**config.mk**
```make
export PLATFORM = sky130hd
export DESIGN_NAME = logic_unit_pipe
export DESIGN_NICKNAME = d
export VERILOG_FILES = /design/src/rtl/logic_unit_pipe.sv
export SDC_FILE = /design/constraint.sdc
export NUM_CORES = 1
export LEC_CHECK = 0
export ABC_AREA = 1
export CORE_MARGIN = 2
export CORE_UTILIZATION = 55
export DETAILED_ROUTE_END_ITERATION = 10
export HOLD_SLACK_MARGIN = 0.12
export PLACE_DENSITY_LB_ADDON = 0.08
export SLEW_MARGIN = 5
export SYNTH_ARGS = -nofsm -noshare
export SYNTH_HDL_FRONTEND = slang
export SYNTH_SLANG_ARGS = --single-unit
```
**constraint.sdc**
```tcl
create_clock -name clk -period 2.5 [get_ports clk]
set_clock_uncertainty 0.15 [all_clocks]
set_input_delay 0.25 -clock clk [delete_from_list [all_inputs] [get_ports clk]]
set_output_delay 0.25 -clock clk [all_outputs]
set_load 0.02 [all_outputs]
```
**src/rtl/logic_unit_pipe.sv**
```systemverilog
// rtl/logic_unit_pipe.sv - bitwise logic unit behind a LATENCY-stage valid/ready pipeline
// Define LOGIC_UNIT_FLAGS_EN to add res_zero/res_parity carried alongside reg_d.
module logic_unit_pipe #(
   parameter int WIDTH   = 32,
   parameter int LATENCY = 2,
   parameter int CNT_W   = 16
) (
   input  logic             clk,
   input  logic             reset,
   input  logic             in_valid,
   output logic             in_ready,
   input  logic [WIDTH-1:0] reg_s1,
   input  logic [WIDTH-1:0] reg_s2,
   input  logic [2:0]       op,
   input  logic             enable,
   output logic             out_valid,
   input  logic             out_ready,
   output logic [WIDTH-1:0] reg_d,
`ifdef LOGIC_UNIT_FLAGS_EN
   output logic             res_zero,
   output logic             res_parity,
`endif
   output logic [CNT_W-1:0] res_cnt
);

   logic [LATENCY-1:0] v;
   logic [WIDTH-1:0]   d [LATENCY];
   logic [LATENCY-1:0] rdy;
   logic [WIDTH-1:0]   result;
   logic [CNT_W-1:0]   cnt;

   always_comb begin
      result = '0;
      if (enable) begin
         case (op)
            3'd0:    result = reg_s1 & reg_s2;
            3'd1:    result = reg_s1 | reg_s2;
            3'd2:    result = reg_s1 ^ reg_s2;
            3'd3:    result = ~(reg_s1 ^ reg_s2);
            3'd4:    result = ~(reg_s1 & reg_s2);
            3'd5:    result = ~(reg_s1 | reg_s2);
            3'd6:    result = reg_s1 & ~reg_s2;
            default: result = reg_s1;
         endcase
      end
   end

   // Stage k can load when any stage from k to the output has room or the output drains.
   always_comb begin
      logic acc;
      acc = out_ready;
      rdy = '0;
      for (int k = LATENCY - 1; k >= 0; k--) begin
         acc    = acc | ~v[k];
         rdy[k] = acc;
      end
   end

   always_ff @(posedge clk) begin
      if (reset) begin
         v   <= '0;
         cnt <= '0;
         for (int k = 0; k < LATENCY; k++) d[k] <= '0;
      end else begin
         if (rdy[0]) begin
            v[0] <= in_valid;
            if (in_valid) d[0] <= result;
         end
         for (int k = 1; k < LATENCY; k++) begin
            if (rdy[k]) begin
               v[k] <= v[k-1];
               if (v[k-1]) d[k] <= d[k-1];
            end
         end
         if (v[LATENCY-1] & out_ready) cnt <= cnt + 1'b1;
      end
   end

`ifdef LOGIC_UNIT_FLAGS_EN
   logic [LATENCY-1:0] z;
   logic [LATENCY-1:0] p;

   always_ff @(posedge clk) begin
      if (reset) begin
         z <= '0;
         p <= '0;
      end else begin
         if (rdy[0] & in_valid) begin
            z[0] <= (result == '0);
            p[0] <= ^result;
         end
         for (int k = 1; k < LATENCY; k++) begin
            if (rdy[k] & v[k-1]) begin
               z[k] <= z[k-1];
               p[k] <= p[k-1];
            end
         end
      end
   end

   assign res_zero   = v[LATENCY-1] & z[LATENCY-1];
   assign res_parity = v[LATENCY-1] & p[LATENCY-1];
`endif

   assign in_ready  = rdy[0];
   assign out_valid = v[LATENCY-1];
   assign reg_d     = d[LATENCY-1];
   assign res_cnt   = cnt;

endmodule
```
* Word level (Yosys, flattened, before mapping) *
Memory sizes are Yosys's and may differ from the RTL's.
Cells that the tools add are included.

operators by class
  $add $sub $neg = 1
  $mul = 0
  div/mod/pow operators = 0
  magnitude comparators = 0
  eq/ne operators = 6
  shift-type cells = 0
  multiplexer cells = 14
  bitwise gates (word level) = 15
  reduce and logical (&&, ||, !) cells = 1

operators by type and width
  operator               number
  $pmux 32 s7            1
  $not 32->32            4
  $mux 32                3
  $and 32x32->32         2
  $or 32x32->32          1
  $xor 32x32->32         1
  $add 16x1->16 const B  1
  $mux 1                 10
  $eq 3x3->1 const B     3
  $eq 3x2->1 const B     2
  $or 1x1->1             4
  $eq 3x1->1 const B     1
  $logic_not 3->1        1
  $not 1->1              2
  $and 1x1->1            1

storage, ports and cells
  register bits = 18
  bits in latches = 0
  bits in writable memories = 64
  bits in read-only memories = 0
  bits of input ports = 72
  output and inout port bits = 50
  word-level logic and storage cells = 41
  memories = 1

memories
  name  depth  width  read ports  clocked after Yosys merged registers in  wr ports  RTL line  text
  d     2      32     2           0                                        2         27        logic [WIDTH-1:0] d [LATENCY];

* Longest topological paths before layout *
  word-level depth = 7
  depth in mapped cells = 8
  mapped depth without buffers = 8

* Worst setup path before layout *
No wires, ideal clock.

  path type = register to register
  from = reg v[1]
  to = mem d[0][0] (enable)
  arrival = 1,476 ps
  path slack = 396 ps
  stages on the path, launching flop included = 4
  path buffers = 0
  cell sequence = dfxtp_1 > nand3_1 > nand2_1 > nand2_1

RTL lines
  item                               RTL line  text
  from (decl)                        26        logic [LATENCY-1:0] v;
  from (signal, indexed assignment)  71        v[k] <= v[k-1];
  to (decl)                          27

* Worst setup path after layout *
  from = in out_ready
  to = out in_ready

on the way
  cells in the longest elaborated chain, start to end = 2

ends and longest elaborated chain
  item                     RTL line  text
  from (decl)              17        input logic out_ready,
  $or 1x1->1 (2 in a row)  54        acc = acc | ~v[k];
  to (decl)                11        output logic in_ready,

No other way between the ends.

==> flow_summary.ini <==
[run_status]
status = finished, final reports clean

[final_layout]
stdcell_count = 1184
final_common_cell = inv_1
drive_gt1_frac = 0.0514
area_growth_pct = 22.2
layout_common_cells = inv_1, nor2_1, clkdlybuf4s50_1
antenna-diode-count = 0
nets = 1176

[drt]
dr.pass1.iters = 5
route.detailed.drc = 0
vias = 6343
wl_per_cell_um = 14.7
drt-total-wl_mm = 17.4
drt-initial-drc-count = 473
viasPerCell = 5.36
antenna_left = 0

[synth]
syn_nets = 1099
synthDistinctLibCells = 25
synth_warnings = 0
yosysSeqAreaShare = 0.326
syn_area_per_cell_sq_um = 7.53
dominantRegCellSynth = edfxtp_1
synth_edf_count = 64
ys_ff_latch = 82
syn_area_sq_um = 7000
async_flop_share = 0
netlist_instances = 930

[die]
num_rows = 41
die_w_um = 117
core_sq_um = 12500
io_pins = 122
dieArea_sq_um = 13700
start_util = 0.559
dieHeight_um = 117

[worst_setup_path]
cp.required_ps = 2100
reg2reg_to = d[0][51]
worstSetupStartpointType = input pin
endpoint_kind = output port
regToRegSetupSlack_ps = 780
worst_r2r_startpoint = v[1]
r2r_cells = 7
crit_fanout = 4
path_class = input pin to output port
crit_arrival_ps = 1580

[worst_hold_path]
worstHoldEndpoint = v[1]
hold_depth = 2
min_from = v[0]
hold_class = flip-flop to flip-flop

[sta]
period_needed_ps = 1980
rsz0062_at_grt = false
final.setup.tns_ps = 0
max-slew-margin-rel = 0.652
hold_viol_final = 0
worstMarginPinSlew_ps = 519
fin_crit_sh = 0.791
layout_setup_ws_ps = 523
setup_viol = 0
fmaxAchievable_mhz = 506
slew_viol_final = 0

[cts]
ctsHoldBuffers = 0
post_cts_buffers = 0
clk_latency_ps = 340
clock_sinks = 82
clkTransAtPathRegs_ps = 60
cts-resized-gates = 0
cts_tree = done
htree_levels = 3
cts_root_buffer = clkbuf_16
cts_made_buffers = 9
clock_path_buffers = 2

[placed_design]
dp_slack_ps = 338
dp_cells = 1168
dp_hpwl_mm = 11.8
gp_congestion = 0.867
port_buffers = 121

[global_route]
gr-usage-all-layers = 0.259
grt_antenna_before_repair = 0
grt_start_max_net_pins = 49
grt-ovfl-total = 0
grt_pass1_wl_mm = 27.6
grt_pass1_vias = 5774

[power_and_ir_drop]
power.leakage_nw = 3.84
powerDensity_nw_per_um2 = 454
peakVddDrop_mv = 0.304

[job]
drv_cap = 0
-- worst max-delay path by stage --
stage / from / endpoint / slack, ps
6_report: out_ready / in_ready / 520
5_1_grt: out_ready / in_ready / 450
4_1_cts: out_ready / in_ready / 510
3_5_place_dp: reset / d[0][51] / 340
3_3_place_gp: reset / d[0][55] / 360
2_1_floorplan: v[1] / d[0][0] / 400
-- sequential cells by signal, summed over array words and instances (netlist names) --
| name | cells |
|---|---|
| v | 2 |
| res_cnt | 16 |
| d | 64 |
-- Yosys cell counts (all sizes together), types with 2 or more instances --
master / number / area [sq um]
a21oi: 45 / 225
buf: 59 / 382
clkbuf: 24 / 90.1
dfxtp: 18 / 360
edfxtp: 64 / 1920
ha: 97 / 1210
inv: 152 / 571
nand2: 98 / 373
nand3: 73 / 365
nand4: 36 / 225
nor2: 122 / 475
nor3: 3 / 15.0
nor3b: 2 / 15.0
o211ai: 32 / 240
o21ai: 103 / 515
-- through the flow --
step           power, mW  instance area (sq um)  hold slack [ps]   util
3_5_place_dp        2.47                   8240              321  0.658
5_1_grt             4.05                   8560              348  0.684
4_1_cts             3.89                   8560              324  0.684
2_1_floorplan       2.13                   7000              169      -
6_report            3.89                   8560              327  0.684
3_3_place_gp        2.45                   8240              314  0.658
-- logic make-up (layout without fill, tap and decap cells) --
| group | count (synthesis) | in the layout | share of synthesized area |
|---|---|---|---|
| AOI/OAI and AO/OA | 180 | 180 | 0.140 |
| xor gates and xnor gates | 1 | 1 | 0.00125 |
| adders and majority gates | 97 | 97 | 0.173 |
| buffers and inverters | 235 | 317 | 0.149 |
| DFF | 82 | 82 | 0.326 |
| and+or+nand+nor | 335 | 335 | 0.211 |
-- power by group --
| group | switching (mW) | total [mW] | leakage, nW | internal (mW) |
|---|---|---|---|---|
| registers | 0.0301 | 1.59 | 0.834 | 1.56 |
| logic | 0.501 | 0.853 | 2.85 | 0.352 |
| clock network | 0.562 | 1.44 | 0.155 | 0.879 |
-- routing by layer --
| metal | vias up | wire length, um | share of wire | global-route usage |
|---|---|---|---|---|
| li1 | 3199 | - | - | - |
| met1 | 2880 | 7580 | 0.44 | 0.347 |
| met2 | 238 | 8260 | 0.48 | 0.430 |
| met3 | 26 | 1220 | 0.070 | 0.0350 |
| met4 | 0 | 301 | 0.017 | 0.0949 |
| met5 | - | 0 | 0 | 0 |
-- critical path, cell delays in order --
cell and delay (ps):
clkdlybuf4s50_1 510, inv_1 60, nand3_1 130, clkdlybuf4s50_1 630
-- layout make-up --
type                            instances  area (sq um)
Tap cell                              172           215
Fill cell                            1118          3960
Clock buffer                           10           229
Multi-Input combinational cell        613          3680
Sequential cell                        82          2280
Inverter                              152           571
Clock inverter                          6          90.1
Timing Repair Buffer                  149          1490
Note: power is estimated with default switching activity, not from simulation.
==> edit (config.mk and constraints unchanged) <==
Set the parameter `CNT_W` to 32 (it was 16).
--- a/src/rtl/logic_unit_pipe.sv
+++ b/src/rtl/logic_unit_pipe.sv
@@ -3,7 +3,7 @@
 module logic_unit_pipe #(
    parameter int WIDTH   = 32,
    parameter int LATENCY = 2,
-   parameter int CNT_W   = 16
+   parameter int CNT_W   = 32
 ) (
    input  logic             clk,
    input  logic             reset,
Interface: changed (resized res_cnt); port bits go from 122 to 138. No check against the original RTL was run, so the function may have changed too.
==> edit against the original RTL <==
  * Routed wire length grew 14%
  * Fmax grew 0.19%
  * Register-to-register slack lost 0.18 ns
  * Worst setup slack gained 0.0038 ns
  * Core utilization grew 0.20 points
  * Non-clock buffer count grew 20
  * Critical path type unchanged
  * Sequential cell count grew 16
  * Critical path depth is the same
  * Sequential share of layout area grew 0.89 points
  * Clock power shrank 3%
  * Power grew 4.9%
  * Largest power group unchanged
  * Cell area grew 10%
  * Area after synthesis grew 9.7%
==> edit: results (changes against the original RTL) <==
Status: finished clean
Die W: 122.2 um (+4.6%)
Buffering overhead: 0.1741 (+0.0003991)
First-pass GRT wire length: 31,810 um (+15%)
Met1 usage in global routing: 0.3527 (+0.006053)
Met2 WL: 9346 um (+13%)
Filler cells: 1,207 (+8.0%)
Cells after Synth: 1,043 (+12%)
Multi-input gate count: 664 (+8.3%)
Post-synthesis sequential area ratio: 0.3387 (+0.01276)
Met3 Use GR: 0.03230 (-0.002712)
Via/cell ratio: 5.387 (+0.56%)
Final HPWL DP: 13,500 um (+14%)
Area contributors post-synth: edfxtp_1 25%, ha_1 16%, inv_1 9.8%
Layout cells sized above 1: 0.04870 (-0.002688)
Non-clock inverters: 203 (+34%)
Overall Global Routing Usage: 0.2690 (+0.01034)
Synthesis-stage register bit count: 98 (+20%)
Leak: 0.004083 uW (+6.4%)
Vias after detailed routing: 7,165 (+13%)
Met2 Resource Use GR: 0.4427 (+0.01304)
RePlAce Congestion: 0.8787 (+1.4%)
Cells after DPL: 1,314 (+13%)
Peak supply drop: 0.0003605 V (+19%)
Post-Synth XOR/XNOR Area: 0.002279 (+0.001029)
Pre-CTS setup slack: 0.2738 ns (-0.06415 ns)
First-iteration detailed-routing DRC count: 576 (+22%)
Max stage delay on crit path: 0.65 ns (+0.02 ns)
Buffers added on ports: 137 (+13%)
Worst skew pair latency: 0.36 ns (+0.02 ns)
Clock-cell share: 0.03008 (-0.007208)
Compound-gate portion of the synthesized area: 0.1594 (+0.01932)
Final WL: 19,750 um (+14%)
Top cell type's share of synthesized area: 0.2501 (-0.02435)
Vias in the first global route: 6,715 (+16%)
Final Cell Area: 9443 um2 (+10%)
Synthesized Nets: 1,212 (+10%)
Met3 Wirelength: 1277 um (+4.4%)
Largest net degree at the start of global routing: 43 (-12%)
Slew headroom: 0.7047 (+0.05319)
Met1 wire length: 8722 um (+15%)
-- edit: changes by cell type after synthesis, sizes merged, moves of 14 or more --
cell and delta:
dfxtp +16, inv +49, nand2 -20, nand3 +14
clkbuf +16, buf -21, o22ai +32, nor2 +43
nand4 -28
-- edit: final timing paths --
kind                               endpoint  cells after the start  startpoint  slack [ns]
worst max-delay path               in_ready                      4   out_ready        0.53
worst min-delay path                   v[1]                      2        v[0]        0.32
worst max register to register  res_cnt[23]                      8        v[1]        0.60
worst min register to register         v[1]                      2        v[0]        0.32
-- edit: worst reg2reg max path: stages, from the launching register on --
cell and delay [ns]:
dfxtp_1 0.41, nand2_1 0.22, nor2_1 0.28, nand3_1 0.15
nor2_1 0.33, nand2_1 0.10, nand2_1 0.07, nand2_1 0.05
nor2_1 0.08
-- edit: where the power goes --
group | switching [uW] | total, uW | internal, uW
clock network | 672 | 1390 | 713
registers | 26.5 | 1840 | 1810
logic | 493 | 851 | 358
total | 1190 | 4080 | 2890
